[src/rtl/fifo_arbiter.sv]
// fifo_arbiter: arbitrates N write requesters onto one FIFO push port.
// It also sequences consumer pops as strobe-then-ack.
// Build option FIFO_ARB_FIXED_PRIO_EN: when defined, the lowest pending
// index wins. When undefined (the default), selection is round-robin,
// starting after the last granted requester.
//
// Push FSM
//   state   | meaning
//   IDLE    | no push in flight; requests are sampled here
//   PUSH    | fifo_en_in high, gnt[sel] high, fifo_wdata valid (1 cycle)
//   RECOVER | strobe low so the FIFO sees a fresh rising edge next push;
//           | requests are sampled here as well
// Pop FSM
//   state    | meaning
//   P_IDLE   | waiting for pop_req with a non-empty FIFO
//   P_STROBE | fifo_en_out high for one cycle
//   P_ACK    | pop_ack high; FIFO output data valid
module fifo_arbiter #(
  parameter int N = 4,
  parameter int W = 4
) (
  input  logic           clock,
  input  logic           reset,
  input  logic [N-1:0]   req,
  input  logic [N*W-1:0] data,
  output logic [N-1:0]   gnt,
  output logic           fifo_en_in,
  output logic [W-1:0]   fifo_wdata,
  input  logic           fifo_full,
  input  logic           fifo_empty,
  input  logic           pop_req,
  output logic           fifo_en_out,
  output logic           pop_ack,
  output logic           busy
);

  localparam int IW = (N > 1) ? $clog2(N) : 1;

  typedef enum logic [1:0] {IDLE, PUSH, RECOVER} push_state_t;
  typedef enum logic [1:0] {P_IDLE, P_STROBE, P_ACK} pop_state_t;

  push_state_t   push_state, push_next;
  pop_state_t    pop_state, pop_next;
  logic [IW-1:0] sel_q;
  logic [IW-1:0] pick;
  logic [W-1:0]  wdata_q;
  logic [W-1:0]  pick_data;
  logic          found;
  logic          take;

`ifdef FIFO_ARB_FIXED_PRIO_EN
  // Fixed priority: the lowest-indexed pending requester wins.
  always_comb begin
    found = 1'b0;
    pick  = '0;
    for (int i = 0; i < N; i++) begin
      if (!found && req[i]) begin
        found = 1'b1;
        pick  = IW'(i);
      end
    end
  end
`else
  logic [IW-1:0] last_q;
  logic [IW-1:0] idx;

  // Round-robin: search from the requester after last_q, wrapping at N-1.
  always_comb begin
    found = 1'b0;
    pick  = '0;
    idx   = '0;
    for (int k = 1; k <= N; k++) begin
      idx = IW'((int'(last_q) + k) % N);
      if (!found && req[idx]) begin
        found = 1'b1;
        pick  = idx;
      end
    end
  end
`endif

  // Capture the chosen requester's data slice at the selection edge.
  always_comb begin
    pick_data = '0;
    for (int i = 0; i < N; i++) begin
      if (pick == IW'(i)) pick_data = data[i*W +: W];
    end
  end

  // A push is started only from IDLE/RECOVER, and only with room in the FIFO.
  assign take = (push_state != PUSH) && found && !fifo_full;

  // Push FSM state and selection registers.
  always_ff @(posedge clock) begin
    if (reset) begin
      push_state <= IDLE;
      sel_q      <= '0;
      wdata_q    <= '0;
`ifndef FIFO_ARB_FIXED_PRIO_EN
      last_q     <= IW'(N - 1);
`endif
    end else begin
      push_state <= push_next;
      if (take) begin
        sel_q   <= pick;
        wdata_q <= pick_data;
`ifndef FIFO_ARB_FIXED_PRIO_EN
        last_q  <= pick;
`endif
      end
    end
  end

  // Push FSM next state and outputs; outputs are forced low while in reset.
  always_comb begin
    push_next  = push_state;
    gnt        = '0;
    fifo_en_in = 1'b0;
    fifo_wdata = '0;
    case (push_state)
      IDLE, RECOVER: push_next = take ? PUSH : IDLE;
      PUSH:          push_next = RECOVER;
      default:       push_next = IDLE;
    endcase
    if (!reset && push_state == PUSH) begin
      fifo_en_in = 1'b1;
      fifo_wdata = wdata_q;
      for (int i = 0; i < N; i++) gnt[i] = (sel_q == IW'(i));
    end
  end

  // Pop FSM state register.
  always_ff @(posedge clock) begin
    if (reset) pop_state <= P_IDLE;
    else       pop_state <= pop_next;
  end

  // Pop FSM next state and outputs; outputs are forced low while in reset.
  always_comb begin
    pop_next    = pop_state;
    fifo_en_out = 1'b0;
    pop_ack     = 1'b0;
    case (pop_state)
      P_IDLE:   if (pop_req && !fifo_empty) pop_next = P_STROBE;
      P_STROBE: pop_next = P_ACK;
      P_ACK:    pop_next = P_IDLE;
      default:  pop_next = P_IDLE;
    endcase
    if (!reset) begin
      fifo_en_out = (pop_state == P_STROBE);
      pop_ack     = (pop_state == P_ACK);
    end
  end

  // Busy whenever either sequence is away from its idle state.
  assign busy = !reset && ((push_state != IDLE) || (pop_state != P_IDLE));

endmodule

[config.mk]
export PLATFORM = sky130hd
export DESIGN_NAME = fifo_arbiter
export DESIGN_NICKNAME = d
export VERILOG_FILES = /design/src/rtl/fifo_arbiter.sv
export SDC_FILE = /design/constraint.sdc
export NUM_CORES = 1
export LEC_CHECK = 0
export CORE_MARGIN = 10
export CORE_UTILIZATION = 38
export CTS_CLUSTER_DIAMETER = 80
export CTS_CLUSTER_SIZE = 10
export DETAILED_ROUTE_END_ITERATION = 7
export GPL_TIMING_DRIVEN = 0
export PLACE_DENSITY = 0.77
export SLEW_MARGIN = 20
export SYNTH_ARGS = -nofsm -noshare
export SYNTH_HDL_FRONTEND = slang
export SYNTH_SLANG_ARGS = --single-unit
[constraint.sdc]
create_clock -name clock -period 2 [get_ports clock]
set_input_delay 0.4 -clock clock [delete_from_list [all_inputs] [get_ports clock]]
set_output_delay 0.4 -clock clock [all_outputs]
set_load 0.02 [all_outputs]
Yosys cells after proc, flatten, opt, wreduce, memory -nomap -nowiden. Cells that the tools add are included.

Magnitude comparators: 4. Reductions and logical operators: 22. Mux-type cells: 29. Add/sub/neg operators: 4. Equality and inequality tests: 12.

Operators with widths (count): 4-bit 2-to-1 mux (6); 2-bit == test, second input constant (6); 2-bit by 3-bit < comparator with 1-bit output, second input constant (4); 1-bit 2-to-1 mux (12); 2-bit 2-to-1 mux (5); 1-bit binary-select mux with 2-bit select (4); 2-bit by 1-bit == test with 1-bit output, second input constant (4); 1-bit logical AND (8); 2-bit logical NOT (4); 2-bit case mux with 2 select lines (2); 1-bit logical NOT (6); 2-bit by 1-bit adder with 2-bit output, second input constant (2); 2-bit adder, second input constant (2); 2-bit nonzero test (2); 2-bit by 1-bit != test with 1-bit output, second input constant (1); 2-bit != test, second input constant (1); 2-bit OR reduction (1); 1-bit logical OR (1).

Output and inout bits: 12. Input bits: 25. Logic and storage cells: 76. Bits in registers: 12.

Depth between registers and ports, before layout. Gate-level depths: netlist of run 1.

Word-level depth: 18. Gate-level depth with buffers: 5. Gate-level depth less buffers: 4.

Worst setup path after synthesis of run 1. OpenSTA, ideal clock, no wires.

Path kind: input to output. Start: input port reset. End: output port gnt[2]. Path buffers: 1. Stages: 4. Required time: 1.600 ns. Setup slack: 0.258 ns. Data arrival time: 1.342 ns. Path through: buf_6 -> nor2_1 -> nand2_1 -> nor2_1.

Cells in the longest elaborated chain, start to end: 3.

RTL lines: start, declared (RTL line 23) `input logic reset,`; 1-bit logical NOT (RTL line 125) `if (!reset && push_state == PUSH) begin`; 1-bit logical AND (RTL line 125); 4-bit 2-to-1 mux (RTL line 125); end, declared (RTL line 26) `output logic [N-1:0] gnt,`.

No other way between the ends.

Worst setup path in the final report of run 1.
Start: input port req[1]. End: register wdata_q[0].

Cells in the longest elaborated chain, start to end: 17. Elaborated cells between the ends (all ways): 32. Those cells by class: 3 x eq/ne; 20 x mux; 9 x reduce/logical.

RTL lines: start, declared (RTL line 24) `input logic [N-1:0] req,`; 1-bit binary-select mux with 2-bit select (RTL line 74) `if (!found && req[idx]) begin`; 1-bit 2-to-1 mux (implied by the code) (RTL line 74); 1-bit 2-to-1 mux (RTL line 74); 1-bit logical NOT (RTL line 74); 1-bit logical AND (RTL line 74); 1-bit 2-to-1 mux (RTL line 74); 1-bit logical NOT (RTL line 74); 1-bit logical AND (RTL line 74); 1-bit 2-to-1 mux (RTL line 74); 1-bit logical NOT (RTL line 74); 1-bit logical AND (RTL line 74); 2-bit 2-to-1 mux (RTL line 74); 2-bit logical NOT (RTL line 86) `if (pick == IW'(i)) pick_data = data[i*W +: W];`; 4-bit 2-to-1 mux (4 in series) (RTL line 86); end signal, assigned (RTL line 106) `wdata_q <= pick_data;`; end, declared (RTL line 46) `logic [W-1:0] wdata_q;`.

Parallel ways exist; a longest one is shown, timed or not. The select of a mux whose other input is x is not followed. A chain may end at the register's enable or synchronous reset.

==> metrics.txt, run 1 <==
cts hold-fix bufs=0; 1st-iter DRT viols=12; Initial Util=between 40% and 50%; CTS sink cnt=12; CTS tree=yes; Clk pin slew, worst setup/hold paths=0.07 ns; drt first pass iters=4; Final Skew=0.000878 ns; worst path bufs/invs=2; delay-heaviest family, CP=buffers and inverters; sw power=between 150 and 200 uW; Critical Path RT=about 2.1 ns; startpoint types=input pin; IO Pins=37; critical path cell sequence=clkdlybuf4s50_1 -> or2_0 -> a311oi_1 -> buf_4 -> mux2i_1 -> o221ai_1; leading register cell type out of synthesis=dfxtp_1; H-tree depth=1; largest net degree at the start of global routing=11; Post-synth EDFFs=0; Sw Share=~28%; Seq/Total Area, Yosys=around 33%; final net count=147; core region area=between 1500 and 2000 um2; antenna-violating nets left=0; sequential power share=46.5%; final weighted congestion in routability-driven placement=between 0.7 and 0.8; global-route wire length before repair=roughly 3600 um; # Post-CTS Setup Buffers=0; initial antenna violation count=0; HPWL Detailed=~1700 um; row count=15; IR drop worst, VDD=391 uV; share of flip-flops with an asynchronous set or reset=0%; Die Y=approximately 64 um; length of routed met3 wiring=around 120 um; max-slew violations=0; final hold violations=0; DR top layer=met4; syn_nets=107; critical-path maximum fanout=9; CP Capture Type=flop; commonest cells after routing, fill and taps aside=23 x clkdlybuf4s50_1, 12 x dfxtp_1, 8 x nor2_1, 8 x mux2i_1, 8 x dlygate4sd2_1; fin worst setup slack=0.0980 ns; Ys Warns=0; Syn Inst Count=82; global-route usage over all layers=10.7%; status=finished, final reports clean; RSZ-0062 raised after global routing=no; slowest CP cell=clkdlybuf4s50_1; CP arrival=approximately 2.0 ns; gr ovfl total=0; DR WL met2=roughly 1000 um; Pleak=between 0.4 and 0.5 nW; synthesis-to-layout area growth=56.4%; # diodes=0; Mapped Area=between 700 and 800 um2; Post-Layout Cell Count=145; crit path kind=in -> reg; I/O Buffers=35; CP max stage delay=0.50 ns; Clk Latency, worst-skew pair=between 0.2 and 0.3 ns; Root Driver=clkbuf_4; pre-CTS WS=-0.222 ns; combinational share of power=between 20% and 30%; DRT Wirelength=approximately 2200 um; fin util=between 60% and 70%; vias per cell=around 5.1; hold crit path type=in -> reg; internal power=426 uW; Area after DPL=about 1100 um2; via count=743; count of cell types in the netlist=27; Pwr per Cell Area=approximately 520 nW/um2; Relative slew margins=around 63%; Worst Tran Pin Value=roughly 0.55 ns; Yosys reg bits=12; die width=between 60 and 70 um; vias in the first global route=795; maximum clock rate=526 MHz; wl on met1=roughly 1100 um; DP Cell Count=approximately 140; max cap viols=0; most common cell after layout, fill and taps aside=clkdlybuf4s50_1; layout cells sized above 1=a little over a tenth; Setup TNS=0 ns; drt drc=0; Clock Path Buffers=2; Num CTS Buffers=3; Clock Power Share=approximately a quarter; WL per Instance=approximately 15 um; Die Area=slightly above 4000 um2; Avg Inst Size Synth=8.82 um2; minimum clock period=about 1.9 ns; Final period util=around 95%; # setup viols final=0; Final Cell Area=~1100 um2
## cells by family after synthesis
| family | Yosys count | share of synthesized area [%] |
|---|---|---|
| simple gates | 47 | 40.7 |
| mux | 8 | 11.1 |
| compound gates | 11 | 11.2 |
| buf+inv | 4 | 3.81 |
| flops | 12 | 33.2 |
## cell usage after synthesis, types with 2 or more instances
library cell	count	share of area, %
nor2_1	9	4.7
nor4_1	4	3.5
nor3_1	4	2.8
nand2b_1	5	4.3
nand2_1	5	2.6
mux2i_1	8	11
nand3b_1	4	4.2
o221ai_1	4	4.8
nor4_2	2	3.5
nor3b_1	4	4.2
a21oi_1	3	2.1
dfxtp_1	12	33
and2_1	4	3.5
## routing by layer
| metal | global-route usage (%) | vias to the layer above |
|---|---|---|
| li1 | - | 386 |
| met1 | 12.7 | 330 |
| met2 | 17.1 | 25 |
| met3 | 3.36 | 2 |
| met4 | 4.92 | 0 |
| met5 | 0 | - |
## sequential cells by signal (all words and copies together) (netlist names)
name        cells
wdata_q         4
sel_q           2
pop_state       2
last_q          2
push_state      2
## power by group through the flow
| stage | sequential [mW] | clock (mW) | combinational, mW |
|---|---|---|---|
| after global placement | 0.278 | 0 | 0.169 |
| after detailed placement | 0.279 | 0 | 0.172 |
| after floorplan | 0.275 | 0 | 0.0949 |
| final | 0.274 | 0.143 | 0.172 |
| after global routing | 0.278 | 0.160 | 0.188 |
| after CTS | 0.274 | 0.150 | 0.172 |
## through the flow
stage	total power [mW]	hold WS [ns]
after floorplan	0.370	0.446
after global placement	0.447	0.472
after detailed placement	0.451	0.478
after CTS	0.596	0.353
after global routing	0.626	0.367
final	0.590	0.357
## repair_timing
action,in CTS,in global routing
endpoints found under the hold margin,0,0
endpoints found under the setup margin,9,6
pin swaps,0,0
resized for setup,12,6
## layout make-up
| class | count | area [um2] |
|---|---|---|
| plain buffers | 4 | 27.5 |
| multi-input cells | 66 | 469 |
| repair buffers | 35 | 340 |
| well taps | 25 | 31.3 |
| clock buffers | 3 | 22.5 |
| flip-flops and latches | 12 | 240 |
| fillers | 177 | 633 |
## final timing paths
path	depth (start not counted)	slack, ns	end	startpoint
worst max register to register	5	0.43	last_q[0]$_SDFFE_PP1P_	push_state[0]$_SDFF_PP0_
worst max-delay path	6	0.1	wdata_q[0]$_SDFFE_PP0P_	req[1]
worst min-delay path	2	0.36	push_state[0]$_SDFF_PP0_	reset
worst min register to register	1	0.50	push_state[0]$_SDFF_PP0_	push_state[0]$_SDFF_PP0_
Power figures use the tool's default switching activity.
==> inputs of run 2 (changes only) <==
--- a/config.mk
+++ b/config.mk
@@ -5,13 +5,14 @@
 export SDC_FILE = /design/constraint.sdc
 export NUM_CORES = 1
 export LEC_CHECK = 0
+export ABC_AREA = 1
 export CORE_MARGIN = 10
-export CORE_UTILIZATION = 38
+export CORE_UTILIZATION = 42
 export CTS_CLUSTER_DIAMETER = 80
 export CTS_CLUSTER_SIZE = 10
 export DETAILED_ROUTE_END_ITERATION = 7
 export GPL_TIMING_DRIVEN = 0
-export PLACE_DENSITY = 0.77
+export PLACE_DENSITY = 0.74
 export SLEW_MARGIN = 20
 export SYNTH_ARGS = -nofsm -noshare
 export SYNTH_HDL_FRONTEND = slang
==> constraint.sdc (replaced) <==
create_clock -name clock -period 2.2 [get_ports clock]
set_input_delay 0.44 -clock clock [delete_from_list [all_inputs] [get_ports clock]]
set_output_delay 0.44 -clock clock [all_outputs]
set_load 0.02 [all_outputs]
==> metrics.txt, run 2 <==
count of cell types in the netlist=24; met1 Use GR=approximately 13%; Die Area=roughly 5200 um2; Clock Path Buffers=2; final weighted congestion in routability-driven placement=between 0.8 and 0.9; minimum clock period=2.10 ns; max cap viols=0; global-route wire length before repair=slightly below 5000 um; maximum clock rate=476 MHz; Yosys reg bits=12; Relative slew margins=82.7%; vias in the first global route=around 1,100; commonest cells after routing, fill and taps aside=45 x nand2_1, 29 x inv_1, 24 x clkdlybuf4s50_1, 14 x nor2_1, 14 x nand2_2; Sequential Area=roughly 240 um2; die width=just over 70 um; reg2reg setup slack=approximately 0.36 ns; drt drc=0; initial antenna violation count=0; DRT Wirelength=~2700 um; Post-Synth Adder-Cell Area=0%; Worst Tran Pin Value=0.259 ns; via count=approximately 1,100; I/O Buffers=36; synth top area cells=dfxtp_1 21%, nand2_1 15%, nand2_4 10%, inv_1 9.6%, nand2_2 7.8%; WL per Instance=11.2 um; 1st-iter DRT viols=46; combinational share of power=a little under two thirds; Sw Share=47.4%; leading register cell type out of synthesis=dfxtp_1; Post-synth EDFFs=0; Largest register FFs=4; IR drop worst, VDD=around 480 uV; # setup viols final=0; CTS tree=yes; sequential power share=between 20% and 30%; area of the multi-input gates=737 um2; final net count=approximately 240; Avg Inst Size Synth=approximately 6.5 um2; RSZ-0062 raised after global routing=no; CTS sink cnt=12; crit path from=reset; Hold Crit Start=pop_state[0]$_SDFFE_PP0P_; FF-to-FF End=wdata_q[1]$_SDFFE_PP0P_; Simple-Gate Fraction of Synth Area=slightly below 60%; Pleak=around 0.77 nW; internal power=between 600 and 700 uW; layout cells sized above 1=between 20% and 30%; Die Y=~70 um; largest net degree at the start of global routing=11; Ys Warns=0; core region area=approximately 2500 um2; met3 Use GR=between 2 and 3%; Synth top cells by count=45 x nand2_1, 29 x inv_1, 14 x nand2_2, 14 x nor2_1, 12 x dfxtp_1; Clock Power Share=13.5%; Final period util=between 90% and 100%; pre-CTS WS=-0.431 ns; crit path kind=in -> out; worst-case reg-to-reg path depth=13; Root Driver=clkbuf_4; Seq/Total Area, Yosys=21.3%; mux cell area share after synthesis=0%; # diodes=0; antenna-violating nets left=0; most common cell after layout, fill and taps aside=nand2_1; HPWL Detailed=about 2400 um; hold crit path type=reg -> reg; XOR/XNOR Fraction of Synth Area=0%; cts hold-fix bufs=0; fillers=246; global routing usage on met2=between 10% and 20%; DP Cell Count=about 240; row count=18; critical-path maximum fanout=10; sw power=between 600 and 700 uW; WHS Endpoint=pop_state[0]$_SDFFE_PP0P_; Final Skew=~0.0031 ns; Initial Util=between 40% and 50%; Setup TNS=0 ns; final hold violations=0; Clk pin slew, worst setup/hold paths=approximately 0.07 ns; Mapped Area=1130 um2; vias per cell=4.69; r2r startpoint=last_q[1]$_SDFFE_PP1P_; complex-gate fraction of the synthesized area=6.87%; share of flip-flops with an asynchronous set or reset=0%; IO Pins=37; dominant cell type by area after synthesis=dfxtp_1; H-tree depth=1; gr busiest metal=met2; status=finished, final reports clean; main combinational cell family by area after synthesis=simple AND/OR/NAND/NOR gates; synthesis-to-layout area growth=34.7%; Num CTS Buffers=3; max-slew violations=0; syn_nets=200; Critical Path RT=~1.8 ns; CP Capture Type=output pin; CP arrival=1.66 ns; Post-Layout Cell Count=roughly 250; Clk Latency, worst-skew pair=between 0.2 and 0.3 ns; Pwr per Cell Area=approximately 840 nW/um2; tightest hold margin=~0.46 ns; global-route usage over all layers=between 10% and 20%; gr ovfl total=0; post-synth top area share=21.3%; most common cell in the netlist=nand2_1; drt first pass iters=4; Biggest register=wdata_q; fin worst setup slack=about 0.1 ns; Syn Inst Count=175; hold path cells=1; startpoint types=input pin
run 2: cell count changes after synthesis, moves of 5 or more:
cell,change
nand2_2,+14
nor2_1,+5
nand2_1,+40
inv_1,+29
nor2_4,+5
nand3_1,+8
mux2i_1,-8
nand2_4,+10
nor3_1,+5
nand2b_1,-5
run 2: how the worst max path moves through the flow:
| stage | end | slack (ns) | cells past startpoint |
|---|---|---|---|
| after detailed placement | gnt[0] | -0.43 | 5 |
| after floorplan | gnt[0] | 0.03 | 3 |
| after global routing | gnt[0] | 0.03 | 5 |
| after CTS | gnt[0] | 0.009 | 5 |
| after global placement | gnt[0] | -0.37 | 5 |
| final | busy | 0.1 | 4 |
run 2: repair_timing:
action	in CTS	in global routing
resized for setup	23	16
endpoints found under the hold margin	0	0
setup buffers	0	0
setup endpoints to repair	12	9
run 2: critical path, cell delays in order:
cell and delay (ns):
clkdlybuf4s50_1 0.55, buf_2 0.27, nor2_1 0.08, dlygate4sd2_1 0.32
run 2: stage by stage:
step / total power [mW] / util (%) / cell area [um2]
2_1_floorplan: 0.952 / - / 1130
3_3_place_gp: 1.11 / 60.6 / 1530
3_5_place_dp: 1.12 / 60.6 / 1530
4_1_cts: 1.29 / 61.9 / 1560
5_1_grt: 1.41 / 60.3 / 1520
6_report: 1.28 / 60.3 / 1520
run 2: final cells by class:
class / count / area share [%]
inverter: 32 / 8.06
clock buffer: 4 / 2.38
buffer: 3 / 2.38
sequential: 12 / 15.8
tap: 30 / 2.47
multi-input combinational: 128 / 48.4
timing repair buffer: 36 / 20.5
run 2: layer usage:
metal	routed length, um	vias up
met2	1320	25
li1	-	623
met3	176	2
met4	10	0
met5	0	-
met1	1240	499
run 2: kinds of logic (layout without fill, tap and decap cells):
group	Yosys count	after routing
AO/OA/AOI/OAI	11	11
buffers and inverters	35	75
flip-flops	12	12
AND/OR/NAND/NOR	117	117
run 2: power by group through the flow:
stage / combinational (mW) / sequential (mW) / clock, mW
2_1_floorplan: 0.662 / 0.289 / 0
3_5_place_dp: 0.827 / 0.296 / 0
5_1_grt: 0.919 / 0.299 / 0.193
6_report: 0.814 / 0.294 / 0.172
3_3_place_gp: 0.811 / 0.294 / 0
4_1_cts: 0.824 / 0.293 / 0.177
==> inputs of run 3 (changes only) <==
==> constraint.sdc (replaced) <==
create_clock -name clock -period 2.12 [get_ports clock]
set_input_delay 0.636 -clock clock [delete_from_list [all_inputs] [get_ports clock]]
set_output_delay 0.636 -clock clock [all_outputs]
set_load 0.02 [all_outputs]
==> metrics.txt, run 3 (synthesis gave the netlist of run 2 again) <==
Final Cell Area=1560 um2; Pwr per Cell Area=880 nW/um2; global-route wire length before repair=slightly above 5000 um; critical path cell sequence=clkbuf_2 -> nor3_4 -> inv_4 -> nor3_2 -> buf_4; CP max stage delay=0.23 ns; # setup viols final=0; 1st-iter DRT viols=87; Sw Share=between 40% and 50%; CP arrival=1.37 ns; drt first pass iters=4; vias in the first global route=approximately 1,200; worst-case reg-to-reg path depth=17; critical-path maximum fanout=8; final hold violations=0; crit path kind=in -> out; Die Y=roughly 72 um; CP Capture Type=output pin; fillers=246; Clk pin slew, worst setup/hold paths=about 0.08 ns; final weighted congestion in routability-driven placement=just under 0.9; Largest register FFs=4; via count=about 1,200; status=finished, final reports clean; hold crit path type=reg -> reg; DRT Wirelength=around 3000 um; most common cell after layout, fill and taps aside=nand2_1; final net count=about 240; WL per Instance=12.4 um; Pleak=0.799 nW; commonest cells after routing, fill and taps aside=45 x nand2_1, 28 x inv_1, 19 x clkdlybuf4s50_1, 14 x nor2_1, 14 x nand2_2; Biggest register=wdata_q; RSZ-0062 raised after global routing=no; WHS Endpoint=pop_state[0]$_SDFFE_PP0P_; startpoint types=input pin; drt drc=0; internal power=698 uW; core region area=2520 um2; hold path cells=1; Die Area=5160 um2; Clk Latency, worst-skew pair=0.29 ns; gr ovfl total=0; Clock Path Buffers=2; reg2reg setup slack=0.19 ns; die width=approximately 70 um; antenna-violating nets left=0; Final period util=94.5%; sequential power share=between 20% and 30%; CTS sink cnt=12; Worst Tran Pin Value=0.266 ns; layout cells sized above 1=a little under a third; r2r startpoint=last_q[0]$_SDFFE_PP1P_; Critical Path RT=1.48 ns; Clock Power Share=between 10 and 15%; global-route usage over all layers=11.8%; max cap viols=0; pre-CTS WS=-0.820 ns; Area after DPL=~1600 um2; H-tree depth=1; cts hold-fix bufs=0; IR drop worst, VDD=between 400 and 500 uV; HPWL Detailed=about 2500 um; Final Skew=about 0.0018 ns; max-slew violations=0; IO Pins=37; Initial Util=between 40 and 50%; # diodes=0; row count=18; largest net degree at the start of global routing=11; Root Driver=clkbuf_4; fin util=between 60% and 70%; combinational share of power=between 60% and 70%; CTS tree=yes; FF-to-FF End=wdata_q[2]$_SDFFE_PP0P_; sw power=679 uW; # Post-CTS Setup Buffers=0; slowest CP cell=nor3_4; Relative slew margins=82.3%; maximum clock rate=approximately 500 MHz; vias per cell=between 4 and 5; synthesis-to-layout area growth=38.4%; I/O Buffers=36; Hold Crit Start=pop_state[0]$_SDFFE_PP0P_; Num CTS Buffers=3; fin worst setup slack=roughly 0.12 ns; minimum clock period=about 2 ns; initial antenna violation count=0
-- run 3: cell count changes in the layout (fill, tap and decap cells not counted), sizes merged --
cell | before | now
buf | 5 | 13
clkbuf | 11 | 5
clkdlybuf4s15 | 0 | 1
clkdlybuf4s50 | 24 | 19
dlygate4sd2 | 3 | 5
-- run 3: metal layers --
layer / vias up / track usage [%] / wire length (um)
met2: 46 / 21.2 / 1470
met5: - / 0 / 0
met3: 4 / 4.55 / 252
met1: 552 / 11.9 / 1250
li1: 620 / - / -
met4: 0 / 4.52 / 49
-- run 3: how the worst max path moves through the flow --
stage               startpoint               endpoint  slack (ns)  depth (start not counted)
global route            req[2]  sel_q[0]$_SDFFE_PP0P_        0.02                         13
floorplan                reset          fifo_wdata[0]        0.03                          3
detailed placement       reset                 gnt[2]       -0.82                          5
CTS                      reset                   busy       0.001                          4
global placement         reset            fifo_en_out       -0.80                          4
finish                   reset                 gnt[2]        0.12                          5
-- run 3: what timing repair did --
item                       CTS  global route
gates resized for setup     57             4
setup endpoints to repair   18            11
pin swaps                    4             1
-- run 3: worst max-delay path: cells and delay by family --
family,cells,cell delay [ns]
simple gates,2,0.35
buf+inv,3,0.38
-- run 3: power by group through the flow --
stage                     Combinational (mW)  Clock [mW]  Sequential (mW)
after floorplan                        0.696           0            0.305
after global placement                 0.850           0            0.311
after detailed placement               0.877           0            0.315
after CTS                              0.870       0.196            0.310
after global routing                   0.964       0.206            0.316
final                                  0.874       0.193            0.310
-- run 3: layout make-up --
cell class / count / area [um2] / share of cell area, %
plain buffers: 3 / 38.8 / 2.48
clock buffers: 4 / 36.3 / 2.32
inverters: 32 / 125 / 8.00
multi-input cells: 128 / 776 / 49.6
flip-flops and latches: 12 / 240 / 15.4
well taps: 30 / 37.5 / 2.40
repair buffers: 36 / 310 / 19.8
-- run 3: metrics by stage --
step / hold WS [ns] / cells / TNS, ns / power [mW]
CTS: 0.465 / 245 / 0 / 1.38
global placement: 0.447 / 241 / -11.51 / 1.16
detailed placement: 0.454 / 241 / -12.24 / 1.19
finish: 0.465 / 245 / 0 / 1.38
floorplan: 0.419 / 175 / 0 / 1.00
global route: 0.484 / 245 / 0 / 1.49
